$ cat src/rtl/mxint_pkg.sv
// mxint_pkg: shared MXINT number-format helpers. The exponential unit, this
// sum stage and the reciprocal stage all derive their fixed-point layout here.
package mxint_pkg;

    // Exponent bias; the aligned shift is exp + bias, which spans 0 .. 2*bias-1.
    function automatic int unsigned mx_bias(input int unsigned exp_w);
        return 32'd1 << (exp_w - 32'd1);
    endfunction

    // Width of one mantissa after alignment to the common grid.
    function automatic int unsigned mx_aligned_width(input int unsigned man_w,
                                                     input int unsigned exp_w);
        return man_w + 32'd2 * mx_bias(exp_w) - 32'd1;
    endfunction

    // Width of the sum of n aligned elements.
    function automatic int unsigned mx_tree_width(input int unsigned man_w,
                                                  input int unsigned exp_w,
                                                  input int unsigned n);
        return mx_aligned_width(man_w, exp_w) + $clog2(n);
    endfunction

    // Width of a full row sum (n = elements per block * blocks per row).
    function automatic int unsigned mx_full_width(input int unsigned man_w,
                                                  input int unsigned exp_w,
                                                  input int unsigned n);
        return mx_aligned_width(man_w, exp_w) + $clog2(n);
    endfunction

    // Fraction bits of the aligned grid: mantissa fraction plus the bias.
    function automatic int unsigned mx_frac_bits(input int unsigned man_w,
                                                 input int unsigned exp_w);
        return man_w - 32'd2 + mx_bias(exp_w);
    endfunction

    localparam int unsigned MX_DEFAULT_FRAC_BITS = mx_frac_bits(10, 4);

endpackage

$ cat src/rtl/mxint_align_tree.sv
// mxint_align_tree: aligns each (mantissa, exponent) pair of a block onto the
// common fixed-point grid and sums the block. Purely combinational.
module mxint_align_tree import mxint_pkg::*; #(
    parameter int unsigned MAN_W = 10,
    parameter int unsigned EXP_W = 4,
    parameter int unsigned N     = 16
) (
    input  logic [MAN_W*N-1:0]                       man_i,
    input  logic [EXP_W*N-1:0]                       exp_i,
    output logic [mx_tree_width(MAN_W, EXP_W, N)-1:0] sum_o
);

    localparam int unsigned AW = mx_aligned_width(MAN_W, EXP_W);
    localparam int unsigned SW = mx_tree_width(MAN_W, EXP_W, N);

    logic [MAN_W-1:0] man;
    logic [EXP_W-1:0] shamt;
    logic [AW-1:0]    elem;

    // Shift each element by exp + bias and reduce; adding the bias to a
    // two's-complement exponent is the same as inverting its sign bit.
    always_comb begin
        sum_o = '0;
        man   = '0;
        shamt = '0;
        elem  = '0;
        for (int unsigned i = 0; i < N; i++) begin
            man               = man_i[i*MAN_W +: MAN_W];
            shamt             = exp_i[i*EXP_W +: EXP_W];
            shamt[EXP_W-1]    = ~shamt[EXP_W-1];
            elem              = AW'(man) << shamt;
            sum_o             = sum_o + SW'(elem);
        end
    end

endmodule

$ cat src/rtl/mxint_exp_sum.sv
// mxint_exp_sum: softmax denominator. Aligns and sums each block of exp
// results (S1), accumulates BLOCK_COUNT blocks into a row sum and presents it
// on a valid/ready output register.
// Optional build macro MXINT_EXP_SUM_SAT_EN: saturate the output to all ones
// when the row sum exceeds DATA_OUT_WIDTH bits (default: wrap).
module mxint_exp_sum import mxint_pkg::*; #(
    parameter int unsigned DATA_IN_MAN_WIDTH = 10,
    parameter int unsigned DATA_IN_EXP_WIDTH = 4,
    parameter int unsigned BLOCK_SIZE        = 16,
    parameter int unsigned BLOCK_COUNT       = 4,
    parameter int unsigned DATA_OUT_WIDTH    = 24
) (
    input  logic                                      clk,
    input  logic                                      rst,
    input  logic [DATA_IN_MAN_WIDTH*BLOCK_SIZE-1:0]   mdata_in_0,
    input  logic [DATA_IN_EXP_WIDTH*BLOCK_SIZE-1:0]   edata_in_0,
    input  logic                                      data_in_0_valid,
    output logic                                      data_in_0_ready,
    output logic [DATA_OUT_WIDTH-1:0]                 data_out_0,
    output logic                                      data_out_0_valid,
    input  logic                                      data_out_0_ready
);

    localparam int unsigned TW = mx_tree_width(DATA_IN_MAN_WIDTH, DATA_IN_EXP_WIDTH, BLOCK_SIZE);
    localparam int unsigned FW = mx_full_width(DATA_IN_MAN_WIDTH, DATA_IN_EXP_WIDTH,
                                               BLOCK_SIZE * BLOCK_COUNT);
    localparam int unsigned CW = (BLOCK_COUNT > 1) ? $clog2(BLOCK_COUNT) : 1;

    logic [TW-1:0]             tree_sum;
    logic [TW-1:0]             s1_q, s1_d;
    logic                      s1_valid_q, s1_valid_d;
    logic [FW-1:0]             acc_q, acc_d, row_sum;
    logic [CW-1:0]             cnt_q, cnt_d;
    logic [DATA_OUT_WIDTH-1:0] out_q, out_d, out_cast;
    logic                      out_valid_q, out_valid_d;
    logic                      last_blk, out_free, s2_adv, in_fire;

    mxint_align_tree #(
        .MAN_W (DATA_IN_MAN_WIDTH),
        .EXP_W (DATA_IN_EXP_WIDTH),
        .N     (BLOCK_SIZE)
    ) u_tree (
        .man_i (mdata_in_0),
        .exp_i (edata_in_0),
        .sum_o (tree_sum)
    );

    // Handshake: stage 2 advances unless the last block of a row finds the
    // output register occupied and not being drained this cycle.
    always_comb begin
        last_blk        = (cnt_q == CW'(BLOCK_COUNT - 1));
        out_free        = !out_valid_q || data_out_0_ready;
        s2_adv          = s1_valid_q && (!last_blk || out_free);
        data_in_0_ready = !s1_valid_q || s2_adv;
        in_fire         = data_in_0_valid && data_in_0_ready;
        row_sum         = acc_q + FW'(s1_q);
    end

    // Narrow the full-width row sum to the output width.
    always_comb begin
        out_cast = DATA_OUT_WIDTH'(row_sum);
`ifdef MXINT_EXP_SUM_SAT_EN
        if ((row_sum >> DATA_OUT_WIDTH) != '0) out_cast = '1;
`endif
    end

    // Next state for S1, accumulator/counter and output register.
    always_comb begin
        s1_d        = s1_q;
        s1_valid_d  = s1_valid_q;
        acc_d       = acc_q;
        cnt_d       = cnt_q;
        out_d       = out_q;
        out_valid_d = out_valid_q;
        if (out_valid_q && data_out_0_ready) out_valid_d = 1'b0;
        if (s2_adv) begin
            s1_valid_d = 1'b0;
            if (last_blk) begin
                acc_d       = '0;
                cnt_d       = '0;
                out_d       = out_cast;
                out_valid_d = 1'b1;
            end else begin
                acc_d = row_sum;
                cnt_d = cnt_q + CW'(1);
            end
        end
        if (in_fire) begin
            s1_d       = tree_sum;
            s1_valid_d = 1'b1;
        end
    end

    // State registers with synchronous reset.
    always_ff @(posedge clk) begin
        if (rst) begin
            s1_q        <= '0;
            s1_valid_q  <= 1'b0;
            acc_q       <= '0;
            cnt_q       <= '0;
            out_q       <= '0;
            out_valid_q <= 1'b0;
        end else begin
            s1_q        <= s1_d;
            s1_valid_q  <= s1_valid_d;
            acc_q       <= acc_d;
            cnt_q       <= cnt_d;
            out_q       <= out_d;
            out_valid_q <= out_valid_d;
        end
    end

    assign data_out_0       = out_q;
    assign data_out_0_valid = out_valid_q;

endmodule
$ cat config.mk
export PLATFORM = sky130hd
export DESIGN_NAME = mxint_exp_sum
export DESIGN_NICKNAME = d
export VERILOG_FILES = /design/src/rtl/mxint_pkg.sv /design/src/rtl/mxint_align_tree.sv /design/src/rtl/mxint_exp_sum.sv
export SDC_FILE = /design/constraint.sdc
export NUM_CORES = 1
export LEC_CHECK = 0
export CORE_MARGIN = 8
export CORE_UTILIZATION = 59
export DETAILED_ROUTE_END_ITERATION = 7
export DONT_BUFFER_PORTS = 1
export PLACE_DENSITY_LB_ADDON = 0.15
export SETUP_SLACK_MARGIN = 0.2
export SLEW_MARGIN = 15
export SYNTH_ARGS = -nofsm -noshare
export SYNTH_HDL_FRONTEND = slang
export SYNTH_HIERARCHICAL = 1
export SYNTH_SLANG_ARGS = --single-unit
$ cat constraint.sdc
create_clock -name clk -period 14.2 [get_ports clk]
set_clock_uncertainty 0.15 [all_clocks]
set_input_delay 1.42 -clock clk [delete_from_list [all_inputs] [get_ports clk]]
set_output_delay 1.42 -clock clk [all_outputs]
set_load 0.02 [all_outputs]
# Word level (Yosys, flattened, before mapping)
# Index checks and enable logic that the tools add are counted.
# classes
muxes	7
bitwise	16
eq_ne	1
reduce_logical	11
shifts	16
addsub	17
# op_table
operator	count
$add 29x25->29	14
$shl 10x4->25	16
$add 31x29->31	1
$mux 31	1
$add 25x25->26	1
$not 1->1	16
$mux 1	5
$logic_and 1x1->1	3
$logic_not 1->1	3
$logic_or 1x1->1	3
$add 2x1->2 const B	1
$eq 2x2->1 const B	1
$mux 2	1
$reduce_and 2->1	1
$reduce_bool 2->1	1
# word_totals
inputBits	228
reg_bits	88
out_inout_bits	26

# Longest topological paths before layout
# Gate-level depths: netlist (run 1).
# depth
ltp_word	17
depth_mapped	35
ltp_nobuf	33

# Modules after synthesis
# The synthesis (run 1) kept the hierarchy.
# by_module_without_submodules
mod	instances	area_per_inst_um2	cells_each
mxint_align_tree	1	18318.8	2334
mxint_exp_sum	1	3925.0	481

# Worst setup path before layout (run 1)
# OpenSTA, ideal clock, no wires.
# synth_timing
kind	input-to-reg
startpoint	input port edata_in_0[1]
endpoint	register s1_q[20]
arrival_ps	9205
stages	32
path_slack_ps	4774
required_ps	13979
path_cell_list	clkbuf_1 > clkbuf_1 > mux4_2 > mux2_2 > a22oi_1 > fa_1 > fa_1 > inv_1 > ha_1 > o21ai_1 > nor2_1 > or4_1 > o22ai_2 > o21ai_2 > xor2_1 > fa_1 > inv_1 > fa_1 > fa_1 > fa_1 > fa_1 > inv_1 > ha_1 > clkbuf_1 > nand2_1 > nor2_1 > and3_1 > nand3_1 > o21ai_1 > xor2_1 > nand2_1 > a21oi_1
# synth_between
elab_chain_len	16
# synth_rtl
item	line_no	text
start: declaration	mxint_exp_sum.sv:16	input logic [DATA_IN_EXP_WIDTH*BLOCK_SIZE-1:0] edata_in_0,
$shl 10x4->25	mxint_align_tree.sv:31	elem = AW'(man) << shamt;
$add 25x25->26	mxint_align_tree.sv:32	sum_o = sum_o + SW'(elem);
$add 29x25->29 (14 in a row)	mxint_align_tree.sv:32	
named net tree_sum[20]	mxint_exp_sum.sv:29	logic [TW-1:0] tree_sum;
end signal: assignment	mxint_exp_sum.sv:97	s1_q <= '0;
end signal: assignment	mxint_exp_sum.sv:104	s1_q <= s1_d;
end: declaration	mxint_exp_sum.sv:30	logic [TW-1:0] s1_q, s1_d;
# The timed path passes the listed nets, and every way through them passes these cells.
# A chain may end at the register's enable or synchronous reset.

# Worst setup path after layout (run 1)
# layout_timing
startpoint	input port edata_in_0[8]
endpoint	register s1_q[22]
# layout_between
elab_chain_len	15
# layout_rtl
item	line_no
$shl 10x4->25	mxint_align_tree.sv:31
$add 29x25->29 (14 in a row)	mxint_align_tree.sv:32
named net tree_sum[22]	mxint_exp_sum.sv:29
# The timed path passes the listed nets, and every way through them passes these cells.

==> impl_metrics.prom, run 1 <==
# TYPE chip_impl_metric gauge
chip_impl_info{name="setup.worst_path.end_class",value="register"} 1
chip_impl_info{name="holdCritPathClass",value="register to register"} 1
chip_impl_metric{name="viasPerCell",unit=""} 6.070
chip_impl_info{name="cp_top_family",value="adder cells"} 1
chip_impl_metric{name="clock_sink_count",unit=""} 76
chip_impl_metric{name="crit_arrival",unit="ns"} 9.31
chip_impl_metric{name="netlist_instances",unit=""} 2677
chip_impl_metric{name="setup_violations",unit=""} 0
chip_impl_metric{name="design.core.area",unit="sq um"} 35480
chip_impl_metric{name="area_growth",unit="%"} 1.614
chip_impl_metric{name="initial_utilization",unit="%"} 59.63
chip_impl_metric{name="fp.dieH",unit="microns"} 205.4
chip_impl_info{name="worst-setup-path-type",value="input port to register"} 1
chip_impl_info{name="final_cell_mix",value="sky130_fd_sc_hd__nand2_1, sky130_fd_sc_hd__inv_1, sky130_fd_sc_hd__fa_1"} 1
chip_impl_metric{name="route.antenna.remaining_nets",unit=""} 0
chip_impl_metric{name="dp.final_hpwl",unit="microns"} 57690
chip_impl_metric{name="worst-path-max-fanout",unit=""} 13
chip_impl_metric{name="insertion_delay",unit="ns"} 0.33
chip_impl_info{name="critical_path.startpoint_type",value="input port"} 1
chip_impl_metric{name="avgSynthCellArea",unit="sq um"} 7.904
chip_impl_metric{name="ratio_of_final_minimum_period_to_clock_period",unit="%"} 64.84
chip_impl_metric{name="tightest_slew",unit="ns"} 0.9589
chip_impl_metric{name="syn_area",unit="sq um"} 21160
chip_impl_info{name="tritoncts_clock_tree",value="done"} 1
chip_impl_metric{name="gr-usage-all-layers",unit="%"} 30.36
chip_impl_info{name="layout.cells.most_common",value="sky130_fd_sc_hd__nand2_1"} 1
chip_impl_metric{name="grt_pass1_vias",unit=""} 17810
chip_impl_metric{name="clkSlewWorstSetupHoldPaths",unit="ns"} 0.06
chip_impl_metric{name="post_cts_hold_buffer_count",unit=""} 0
chip_impl_metric{name="timing.max_cap.violations",unit=""} 0
chip_impl_info{name="outcome",value="finished, final reports clean"} 1
chip_impl_metric{name="detail_route.drc_violations",unit=""} 0
chip_impl_metric{name="ctsHtreeMaxLevel",unit=""} 3
chip_impl_metric{name="crit_buf_inv",unit=""} 4
chip_impl_metric{name="detailroute.via_count",unit=""} 18250
chip_impl_metric{name="relSlewSlack",unit="%"} 36.07
chip_impl_metric{name="fp.dieW",unit="microns"} 205.4
chip_impl_metric{name="final.min_clock_period",unit="ns"} 9.207
chip_impl_metric{name="grt_max_degree",unit=""} 68
chip_impl_metric{name="final_design_area_no_fill",unit="sq um"} 21500
chip_impl_metric{name="detailedRoute.firstPassIterationCount",unit=""} 6
chip_impl_metric{name="maximum_clock_path_buffer_count",unit=""} 2
chip_impl_info{name="rsz0062_at_grt",value="no"} 1
chip_impl_metric{name="grt_overflow",unit=""} 0
chip_impl_metric{name="port-buffer-count",unit=""} 0
chip_impl_metric{name="number_of_nets_in_the_final_layout",unit=""} 3150
chip_impl_metric{name="routability_congestion",unit=""} 1.070
chip_impl_metric{name="fmax",unit="MHz"} 108.6
chip_impl_metric{name="timing.final.max_slew_violations",unit=""} 0
chip_impl_metric{name="final_core_utilization",unit="%"} 60.59
chip_impl_metric{name="row_count",unit=""} 69
chip_impl_metric{name="post_cts.repair.setup_buffers",unit=""} 0
chip_impl_info{name="crit_top_cell",value="sky130_fd_sc_hd__fa_1"} 1
chip_impl_metric{name="cts-buffers-inserted",unit=""} 9
chip_impl_metric{name="floorplan.io_pins",unit=""} 254
chip_impl_metric{name="setup-tns-final",unit="ns"} 0
chip_impl_metric{name="timing.final.hold_violations",unit=""} 0
chip_impl_metric{name="post_cts.resized_instances",unit=""} 0
chip_impl_metric{name="ys.warnings.count",unit=""} 6
chip_impl_metric{name="wl_per_cell",unit="microns"} 21.81
chip_impl_metric{name="die-area",unit="sq um"} 42180
chip_impl_metric{name="share_of_final_layout_standard_cells_stronger_than_drive_strength_1",unit="%"} 4.440
chip_impl_metric{name="cp.required",unit="ns"} 14.31
chip_impl_metric{name="dr.first_iter.drc_count",unit=""} 1697
chip_impl_info{name="root_buffer",value="sky130_fd_sc_hd__clkbuf_16"} 1
chip_impl_metric{name="detailed_route_wl",unit="microns"} 65570
chip_impl_metric{name="antenna_cells_inserted",unit=""} 0
chip_impl_metric{name="cpPeakStageDelay",unit="ns"} 0.57
chip_impl_metric{name="placed_cell_area",unit="sq um"} 21180
chip_impl_info{name="critical-path-slowest-cell",value="sky130_fd_sc_hd__fa_1"} 1
chip_impl_metric{name="grt_pass1_wl",unit="microns"} 100500
chip_impl_metric{name="mappedNetlistNets",unit=""} 3286
chip_impl_metric{name="grt_antenna_before_repair",unit=""} 1
## metrics by stage
step / worst slack (ns) / instances / hold WS [ns]
after global placement: 4.788 / 2991 / 0.2880
after floorplan: 4.841 / 2677 / 0.2791
final: 4.993 / 3006 / 0.3065
after detailed placement: 4.732 / 2991 / 0.2945
after CTS: 5.053 / 3006 / 0.3037
after global routing: 4.395 / 3006 / 0.3262
## layer usage
metal  GRT usage (%)  up-vias  share of wire (%)
met5               0        -              0.015
met4           9.089        2                3.4
met3           4.030       96                6.6
met2           50.91      699                 48
met1           40.54     8792                 42
li1                -     8658                  -
## worst reg2reg max path: cells and delay by family, from the launching register on
family,cells,cell delay (ns)
flip-flops,1,0.33
adder cells (fa/ha/maj),1,0.37
AND/OR/NAND/NOR,4,1.80
AO/OA/AOI/OAI,2,0.46
## worst paths after layout
check,slack [ns],to,cells after the start,startpoint
setup reg to reg,11.03,acc_q[23],7,cnt_q[0]
hold reg to reg,0.31,acc_q[0],2,acc_q[0]
setup / recovery,4.99,s1_q[22],32,edata_in_0[8]
hold / removal,0.31,acc_q[0],2,acc_q[0]
## sequential cells by signal, indices dropped and copies added, names as in the netlist
signal and cells:
cnt_q 2, acc_q 24, s1_valid_q 1, s1_q 24, data_out_0 24, data_out_0_valid 1
## layout make-up
cell class,instances,area (sq um)
clock buffers,9,225.2
multi-input cells,2119,17830
clock inverters,6,90.09
flip-flops and latches,76,1521
fillers,3309,13980
inverters,335,1257
well taps,461,576.8
Power of run 1 is not shown: default switching activity piles up to over one toggle a cycle in this logic, so the estimate is an artifact.
==> run 2, diff against run 1 <==
==> constraint.sdc (replaced) <==
create_clock -name clk -period 7.4 [get_ports clk]
set_clock_uncertainty 0.15 [all_clocks]
set_input_delay 0.74 -clock clk [delete_from_list [all_inputs] [get_ports clk]]
set_output_delay 0.74 -clock clk [all_outputs]
set_load 0.02 [all_outputs]
==> run 2 against run 1 <==
  * The flow now finishes with violations (setup timing)
  * Non-clock buffer count rose by 229
  * Register-to-register slack got worse by 6.7 ns
  * Via count up 7.0%
  * Global-route usage grew 1.9 points
  * Clock-buffer cell count unchanged
  * Sequential share of layout area is 0.82 points lower
  * Wire length is 7.3% higher
  * Worst setup slack lost 5.7 ns
  * Utilization grew 7.9 points
  * Sequential cell count is the same
  * Critical endpoint is now s1_q[17]
==> impl_metrics.prom, run 2 (synthesis gave the netlist of run 1 again) <==
# TYPE chip_impl_metric gauge
chip_impl_info{name="outcome",value="finished with violations"} 1
chip_impl_info{name="failed_checks",value="setup timing"} 1
chip_impl_info{name="critical-path-slowest-cell",value="sky130_fd_sc_hd__fa_1"} 1
chip_impl_metric{name="clock_sink_count",unit=""} 76
chip_impl_metric{name="timing.final.hold_violations",unit=""} 0
chip_impl_metric{name="dp.final_hpwl",unit="microns"} 60160
chip_impl_info{name="hold_start",value="cnt_q[1]"} 1
chip_impl_metric{name="detailroute.via_count",unit=""} 19520
chip_impl_metric{name="floorplan.io_pins",unit=""} 254
chip_impl_metric{name="design.core.area",unit="sq um"} 35480
chip_impl_metric{name="route.antenna.remaining_nets",unit=""} 0
chip_impl_info{name="layout.cells.most_common",value="sky130_fd_sc_hd__nand2_1"} 1
chip_impl_metric{name="gr-usage-all-layers",unit="%"} 32.29
chip_impl_metric{name="crit_buf_inv",unit=""} 5
chip_impl_metric{name="antenna_cells_inserted",unit=""} 0
chip_impl_metric{name="grt_pass1_vias",unit=""} 19510
chip_impl_info{name="holdCritPathClass",value="register to register"} 1
chip_impl_metric{name="ratio_of_final_minimum_period_to_clock_period",unit="%"} 109.9
chip_impl_info{name="cp_top_family",value="adder cells"} 1
chip_impl_info{name="worst_r2r_startpoint",value="cnt_q[0]"} 1
chip_impl_metric{name="cp.required",unit="ns"} 7.51
chip_impl_metric{name="timing.reg2reg.setup_slack",unit="ns"} 4.33
chip_impl_metric{name="grt_antenna_before_repair",unit=""} 0
chip_impl_metric{name="wl_per_cell",unit="microns"} 21.74
chip_impl_metric{name="layout.filler_cells",unit=""} 2947
chip_impl_info{name="tritoncts_clock_tree",value="done"} 1
chip_impl_info{name="crit_top_cell",value="sky130_fd_sc_hd__fa_1"} 1
chip_impl_metric{name="area_growth",unit="%"} 14.92
chip_impl_metric{name="tightest_slew",unit="ns"} 0.9978
chip_impl_metric{name="timing.max_cap.violations",unit=""} 0
chip_impl_metric{name="cts-buffers-inserted",unit=""} 9
chip_impl_metric{name="detailedRoute.firstPassIterationCount",unit=""} 8
chip_impl_metric{name="viasPerCell",unit=""} 6.032
chip_impl_metric{name="row_count",unit=""} 69
chip_impl_metric{name="final_design_area_no_fill",unit="sq um"} 24320
chip_impl_metric{name="relSlewSlack",unit="%"} 33.48
chip_impl_metric{name="worst-path-max-fanout",unit=""} 17
chip_impl_metric{name="ctsHtreeMaxLevel",unit=""} 3
chip_impl_metric{name="post_cts_hold_buffer_count",unit=""} 0
chip_impl_metric{name="timing.final.max_slew_violations",unit=""} 0
chip_impl_info{name="root_buffer",value="sky130_fd_sc_hd__clkbuf_16"} 1
chip_impl_info{name="crit_start",value="edata_in_0[0]"} 1
chip_impl_info{name="final_cell_mix",value="sky130_fd_sc_hd__nand2_1, sky130_fd_sc_hd__inv_1, sky130_fd_sc_hd__fa_1"} 1
chip_impl_metric{name="fmax",unit="MHz"} 123.0
chip_impl_metric{name="routability_congestion",unit=""} 1.032
chip_impl_info{name="critical_path.startpoint_type",value="input port"} 1
chip_impl_metric{name="clkSlewWorstSetupHoldPaths",unit="ns"} 0.07
chip_impl_metric{name="layout_setup_ws",unit="ns"} -0.7303
chip_impl_metric{name="maximum_clock_path_buffer_count",unit=""} 2
chip_impl_metric{name="detailed_route_wl",unit="microns"} 70360
chip_impl_metric{name="port-buffer-count",unit=""} 0
chip_impl_metric{name="fp.dieW",unit="microns"} 205.4
chip_impl_info{name="worst-setup-path-type",value="input port to register"} 1
chip_impl_metric{name="setup_violations",unit=""} 17
chip_impl_metric{name="die-area",unit="sq um"} 42180
chip_impl_metric{name="number_of_nets_in_the_final_layout",unit=""} 3379
chip_impl_info{name="setup.worst_path.end_class",value="register"} 1
chip_impl_metric{name="insertion_delay",unit="ns"} 0.34
chip_impl_metric{name="share_of_final_layout_standard_cells_stronger_than_drive_strength_1",unit="%"} 18.49
chip_impl_metric{name="grt_pass1_wl",unit="microns"} 106800
chip_impl_metric{name="grt_overflow",unit=""} 0
chip_impl_info{name="rsz0062_at_grt",value="yes"} 1
chip_impl_metric{name="dr.first_iter.drc_count",unit=""} 1514
chip_impl_metric{name="final.min_clock_period",unit="ns"} 8.130
chip_impl_metric{name="cpPeakStageDelay",unit="ns"} 0.55
chip_impl_metric{name="crit_arrival",unit="ns"} 8.24
chip_impl_metric{name="fp.dieH",unit="microns"} 205.4
chip_impl_metric{name="initial_utilization",unit="%"} 59.63
chip_impl_metric{name="placed_cell_area",unit="sq um"} 22960
chip_impl_metric{name="detail_route.drc_violations",unit=""} 0
chip_impl_metric{name="grt_max_degree",unit=""} 68
## run 2: cell types whose count changed in the layout (fill, tap and decap cells not counted), sizes merged
cell | before | now
inv | 335 | 337
buf | 0 | 229
bufinv | 2 | 0
clkinvlp | 1 | 2
## run 2: path summary, 6_finish.rpt
| kind | to | cells past startpoint |
|---|---|---|
| min | cnt_q[1] | 2 |
| max | s1_q[17] | 30 |
| min reg2reg | cnt_q[1] | 2 |
| max reg2reg | acc_q[23] | 7 |
## run 2: routing by layer
metal	part of all wire (%)	global-route usage, %	vias up
li1	-	-	9113
met1	41	41.43	9490
met2	48	54.91	785
met3	6.4	4.266	132
met4	4.3	12.33	0
met5	0	0	-
## run 2: tightest hold or removal path, stage by stage (launching register included)
cell and delay [ns]:
sky130_fd_sc_hd__dfxtp_1 0.31, sky130_fd_sc_hd__nand2_1 0.05, sky130_fd_sc_hd__a21oi_1 0.05
## run 2: layout make-up
class,count,area (sq um),area share [%]
Timing Repair Buffer,229,1783,7.333
Multi-Input combinational cell,2119,18890,77.68
Inverter,335,1261,5.187
Clock buffer,9,225.2,0.9262
Tap cell,461,576.8,2.372
Clock inverter,7,58.81,0.2418
Sequential cell,76,1521,6.257
## run 2: what timing repair did
action                     CTS  global route
buffers inserted            23             5
setup endpoints to repair   18            19
gates resized for setup    111            64
pin swaps                   72            41
## run 2: through the flow
stage	instances	utilization [%]	setup WS, ns	hold WS [ns]	TNS, ns
global route	3236	68.53	-0.9615	0.3067	-12.60
floorplan	2677	-	-0.7159	0.2791	-6.416
global placement	3192	64.70	-0.9596	0.2892	-12.66
finish	3236	68.53	-0.7303	0.3113	-8.178
detailed placement	3192	64.70	-1.042	0.3008	-14.12
CTS	3231	67.49	-0.5591	0.3060	-6.057
Power of run 2 is left out for the same reason.
==> run 3, diff against run 2 <==
--- a/config.mk
+++ b/config.mk
@@ -6,7 +6,7 @@
 export NUM_CORES = 1
 export LEC_CHECK = 0
 export CORE_MARGIN = 8
-export CORE_UTILIZATION = 59
+export CORE_UTILIZATION = 50
 export DETAILED_ROUTE_END_ITERATION = 7
 export DONT_BUFFER_PORTS = 1
 export PLACE_DENSITY_LB_ADDON = 0.15
@@ -14,5 +14,4 @@
 export SLEW_MARGIN = 15
 export SYNTH_ARGS = -nofsm -noshare
 export SYNTH_HDL_FRONTEND = slang
-export SYNTH_HIERARCHICAL = 1
 export SYNTH_SLANG_ARGS = --single-unit
==> run 3 against run 2 <==
  * The run still ends with setup timing left
  * Worst setup slack improved by 0.096 ns
  * Final area shrank 4.4%
  * Sequential cell count did not move
  * Non-clock buffer count is 59 lower
  * Hold slack lost 0.0064 ns
  * Critical path type unchanged
==> impl_metrics.prom, run 3 <==
# TYPE chip_impl_metric gauge
chip_impl_info{name="outcome",value="finished with violations"} 1
chip_impl_info{name="failed_checks",value="setup timing"} 1
chip_impl_metric{name="tightest_slew",unit="ns"} 1.080
chip_impl_metric{name="fp.dieH",unit="microns"} 220.6
chip_impl_metric{name="grt_pass1_wl",unit="microns"} 105100
chip_impl_info{name="dominantRegCellSynth",value="sky130_fd_sc_hd__dfxtp_1"} 1
chip_impl_metric{name="multi_input_comb_area",unit="sq um"} 18180
chip_impl_info{name="synth.most_common_cell",value="sky130_fd_sc_hd__inv_1"} 1
chip_impl_metric{name="synth_enable_flop_cells",unit=""} 0
chip_impl_info{name="holdCritPathClass",value="register to register"} 1
chip_impl_metric{name="post_cts_hold_buffer_count",unit=""} 0
chip_impl_metric{name="dp.final_hpwl",unit="microns"} 61260
chip_impl_metric{name="worst-path-max-fanout",unit=""} 12
chip_impl_metric{name="viasPerCell",unit=""} 5.704
chip_impl_metric{name="netlist.area_leader.share",unit="%"} 27.84
chip_impl_metric{name="grt_antenna_before_repair",unit=""} 0
chip_impl_metric{name="number_of_nets_in_the_final_layout",unit=""} 3254
chip_impl_metric{name="postSynthRegisterBits",unit=""} 76
chip_impl_info{name="yosys.area.top_type",value="sky130_fd_sc_hd__fa_1"} 1
chip_impl_metric{name="clock_sink_count",unit=""} 76
chip_impl_metric{name="relSlewSlack",unit="%"} 27.71
chip_impl_metric{name="crit_arrival",unit="ns"} 8.16
chip_impl_info{name="root_buffer",value="sky130_fd_sc_hd__clkbuf_16"} 1
chip_impl_metric{name="port-buffer-count",unit=""} 0
chip_impl_metric{name="detailed_route_wl",unit="microns"} 69480
chip_impl_metric{name="antenna_cells_inserted",unit=""} 0
chip_impl_metric{name="die-area",unit="sq um"} 48660
chip_impl_info{name="crit_top_cell",value="sky130_fd_sc_hd__fa_1"} 1
chip_impl_metric{name="timing.final.hold_violations",unit=""} 0
chip_impl_metric{name="layout.filler_cells",unit=""} 4010
chip_impl_metric{name="ctsHtreeMaxLevel",unit=""} 3
chip_impl_metric{name="grt_pass1_vias",unit=""} 18820
chip_impl_metric{name="initial_utilization",unit="%"} 50.23
chip_impl_metric{name="timing.max_cap.violations",unit=""} 0
chip_impl_metric{name="insertion_delay",unit="ns"} 0.33
chip_impl_metric{name="setup-tns-final",unit="ns"} -5.311
chip_impl_metric{name="dr.first_iter.drc_count",unit=""} 1485
chip_impl_metric{name="layout.cells.non_filler",unit=""} 3203
chip_impl_metric{name="syn_area",unit="sq um"} 20930
chip_impl_info{name="cp_top_family",value="adder cells"} 1
chip_impl_info{name="worst-setup-path-type",value="input port to register"} 1
chip_impl_metric{name="share_of_final_layout_standard_cells_stronger_than_drive_strength_1",unit="%"} 13.33
chip_impl_metric{name="maximum_clock_path_buffer_count",unit=""} 2
chip_impl_metric{name="netlist_instances",unit=""} 2612
chip_impl_metric{name="routability_congestion",unit=""} 1.007
chip_impl_info{name="setup.worst_path.end_class",value="register"} 1
chip_impl_metric{name="floorplan.io_pins",unit=""} 254
chip_impl_metric{name="synth-seq-area-share",unit="%"} 7.271
chip_impl_metric{name="detailroute.via_count",unit=""} 18270
chip_impl_info{name="ys_top_cells_by_area",value="sky130_fd_sc_hd__fa_1, sky130_fd_sc_hd__mux2i_1, sky130_fd_sc_hd__dfxtp_1"} 1
chip_impl_metric{name="unique_masters_post_synth",unit=""} 71
chip_impl_metric{name="design.core.area",unit="sq um"} 41670
chip_impl_metric{name="fmax",unit="MHz"} 124.5
chip_impl_metric{name="grt_max_degree",unit=""} 87
chip_impl_metric{name="setup_violations",unit=""} 13
chip_impl_metric{name="pre_cts_slack",unit="ns"} -1.180
chip_impl_info{name="critical_path.startpoint_type",value="input port"} 1
chip_impl_metric{name="ys.warnings.count",unit=""} 0
chip_impl_metric{name="crit_buf_inv",unit=""} 3
chip_impl_metric{name="detail_route.drc_violations",unit=""} 0
chip_impl_metric{name="detailedRoute.firstPassIterationCount",unit=""} 5
chip_impl_metric{name="mappedNetlistNets",unit=""} 3206
chip_impl_info{name="synth.top_cells.by_count",value="sky130_fd_sc_hd__inv_1, sky130_fd_sc_hd__fa_1, sky130_fd_sc_hd__nand2_1, sky130_fd_sc_hd__mux2i_1, sky130_fd_sc_hd__nor2_1"} 1
chip_impl_metric{name="timing.final.max_slew_violations",unit=""} 0
chip_impl_metric{name="avgSynthCellArea",unit="sq um"} 8.012
chip_impl_metric{name="ratio_of_final_minimum_period_to_clock_period",unit="%"} 108.6
chip_impl_info{name="layout.cells.most_common",value="sky130_fd_sc_hd__inv_1"} 1
chip_impl_metric{name="seq_area",unit="sq um"} 1521
chip_impl_info{name="tritoncts_clock_tree",value="done"} 1
chip_impl_metric{name="final.min_clock_period",unit="ns"} 8.034
chip_impl_metric{name="row_count",unit=""} 75
chip_impl_metric{name="grt_overflow",unit=""} 0
chip_impl_info{name="rsz0062_at_grt",value="yes"} 1
chip_impl_metric{name="gr-usage-all-layers",unit="%"} 28.26
chip_impl_metric{name="area_growth",unit="%"} 11.11
chip_impl_metric{name="final_core_utilization",unit="%"} 55.80
chip_impl_metric{name="layout_setup_ws",unit="ns"} -0.6340
chip_impl_metric{name="clkSlewWorstSetupHoldPaths",unit="ns"} 0.05
chip_impl_info{name="final_cell_mix",value="sky130_fd_sc_hd__inv_1, sky130_fd_sc_hd__fa_1, sky130_fd_sc_hd__nand2_1"} 1
chip_impl_metric{name="wl_per_cell",unit="microns"} 21.69
chip_impl_metric{name="cts-buffers-inserted",unit=""} 9
chip_impl_metric{name="fp.dieW",unit="microns"} 220.6
chip_impl_metric{name="dp_cells",unit=""} 3175
chip_impl_metric{name="route.antenna.remaining_nets",unit=""} 0
chip_impl_metric{name="async_reset_ff_share",unit="%"} 0
chip_impl_metric{name="cp.required",unit="ns"} 7.53
chip_impl_info{name="critical-path-slowest-cell",value="sky130_fd_sc_hd__fa_1"} 1
chip_impl_metric{name="cpPeakStageDelay",unit="ns"} 0.55
run 3: cell count changes in the layout (fill, tap and decap cells not counted), moves of 16 or more:
cell | before | now
sky130_fd_sc_hd__a211oi_1 | 31 | 13
sky130_fd_sc_hd__a22oi_1 | 13 | 37
sky130_fd_sc_hd__buf_4 | 212 | 165
sky130_fd_sc_hd__ha_4 | 25 | 9
sky130_fd_sc_hd__mux2i_1 | 181 | 240
sky130_fd_sc_hd__nand2_1 | 364 | 258
sky130_fd_sc_hd__nor2b_1 | 33 | 57
sky130_fd_sc_hd__nor3_1 | 9 | 27
sky130_fd_sc_hd__o22ai_1 | 32 | 13
run 3: routing by layer:
| metal | vias to the layer above | GRT usage, % | routed length [microns] |
|---|---|---|---|
| met5 | - | 0 | 0 |
| met4 | 0 | 7.781 | 2133 |
| met3 | 88 | 6.165 | 5332 |
| met2 | 544 | 49.00 | 33800 |
| met1 | 8833 | 35.16 | 28220 |
| li1 | 8806 | - | - |
run 3: tightest hold or removal path: cells and delay by family (launching register included):
family	cells	cell delay [ns]
AO/OA/AOI/OAI	1	0.05
flip-flops	1	0.31
AND/OR/NAND/NOR	1	0.05
run 3: final timing paths:
| check | cells past startpoint | slack [ns] | end | from |
|---|---|---|---|---|
| min | 2 | 0.30 | acc_q[22] | acc_q[22] |
| max | 30 | -0.63 | s1_q[22] | edata_in_0[0] |
| max reg2reg | 12 | 4.36 | data_out_0[20] | s1_q[0] |
| min reg2reg | 2 | 0.30 | acc_q[22] | acc_q[22] |
run 3: cell families after synthesis:
kind of cell / Yosys count / synth area share (%)
AO/OA/AOI/OAI: 494 / 14.69
XOR/XNOR: 67 / 3.139
adder cells (fa/ha/maj): 366 / 32.32
buffers and inverters: 462 / 8.323
flip-flops: 76 / 7.271
multiplexers: 314 / 15.43
AND/OR/NAND/NOR: 833 / 18.82
run 3: repair_timing:
action,in CTS,in global routing
resized for setup,48,37
endpoints found under the setup margin,15,17
setup buffers,7,6
pin swaps,28,22
run 3: per-stage QoR:
step / hold slack, ns / instance area (sq um)
detailed placement: 0.2985 / 22420
global placement: 0.2894 / 22420
finish: 0.3049 / 23250
floorplan: 0.2791 / 21130
CTS: 0.3066 / 23020
global route: 0.3137 / 23250
run 3: cell type report:
class                      instances  share of cell area [%]
timing repair buffer             170                   5.607
multi-input combinational       2074                   78.18
tap                              539                   2.901
sequential                        76                   6.544
inverter                         329                   5.311
clock buffer                       9                  0.9686
clock inverter                     6                  0.4897
Power of run 3 is left out for the same reason.
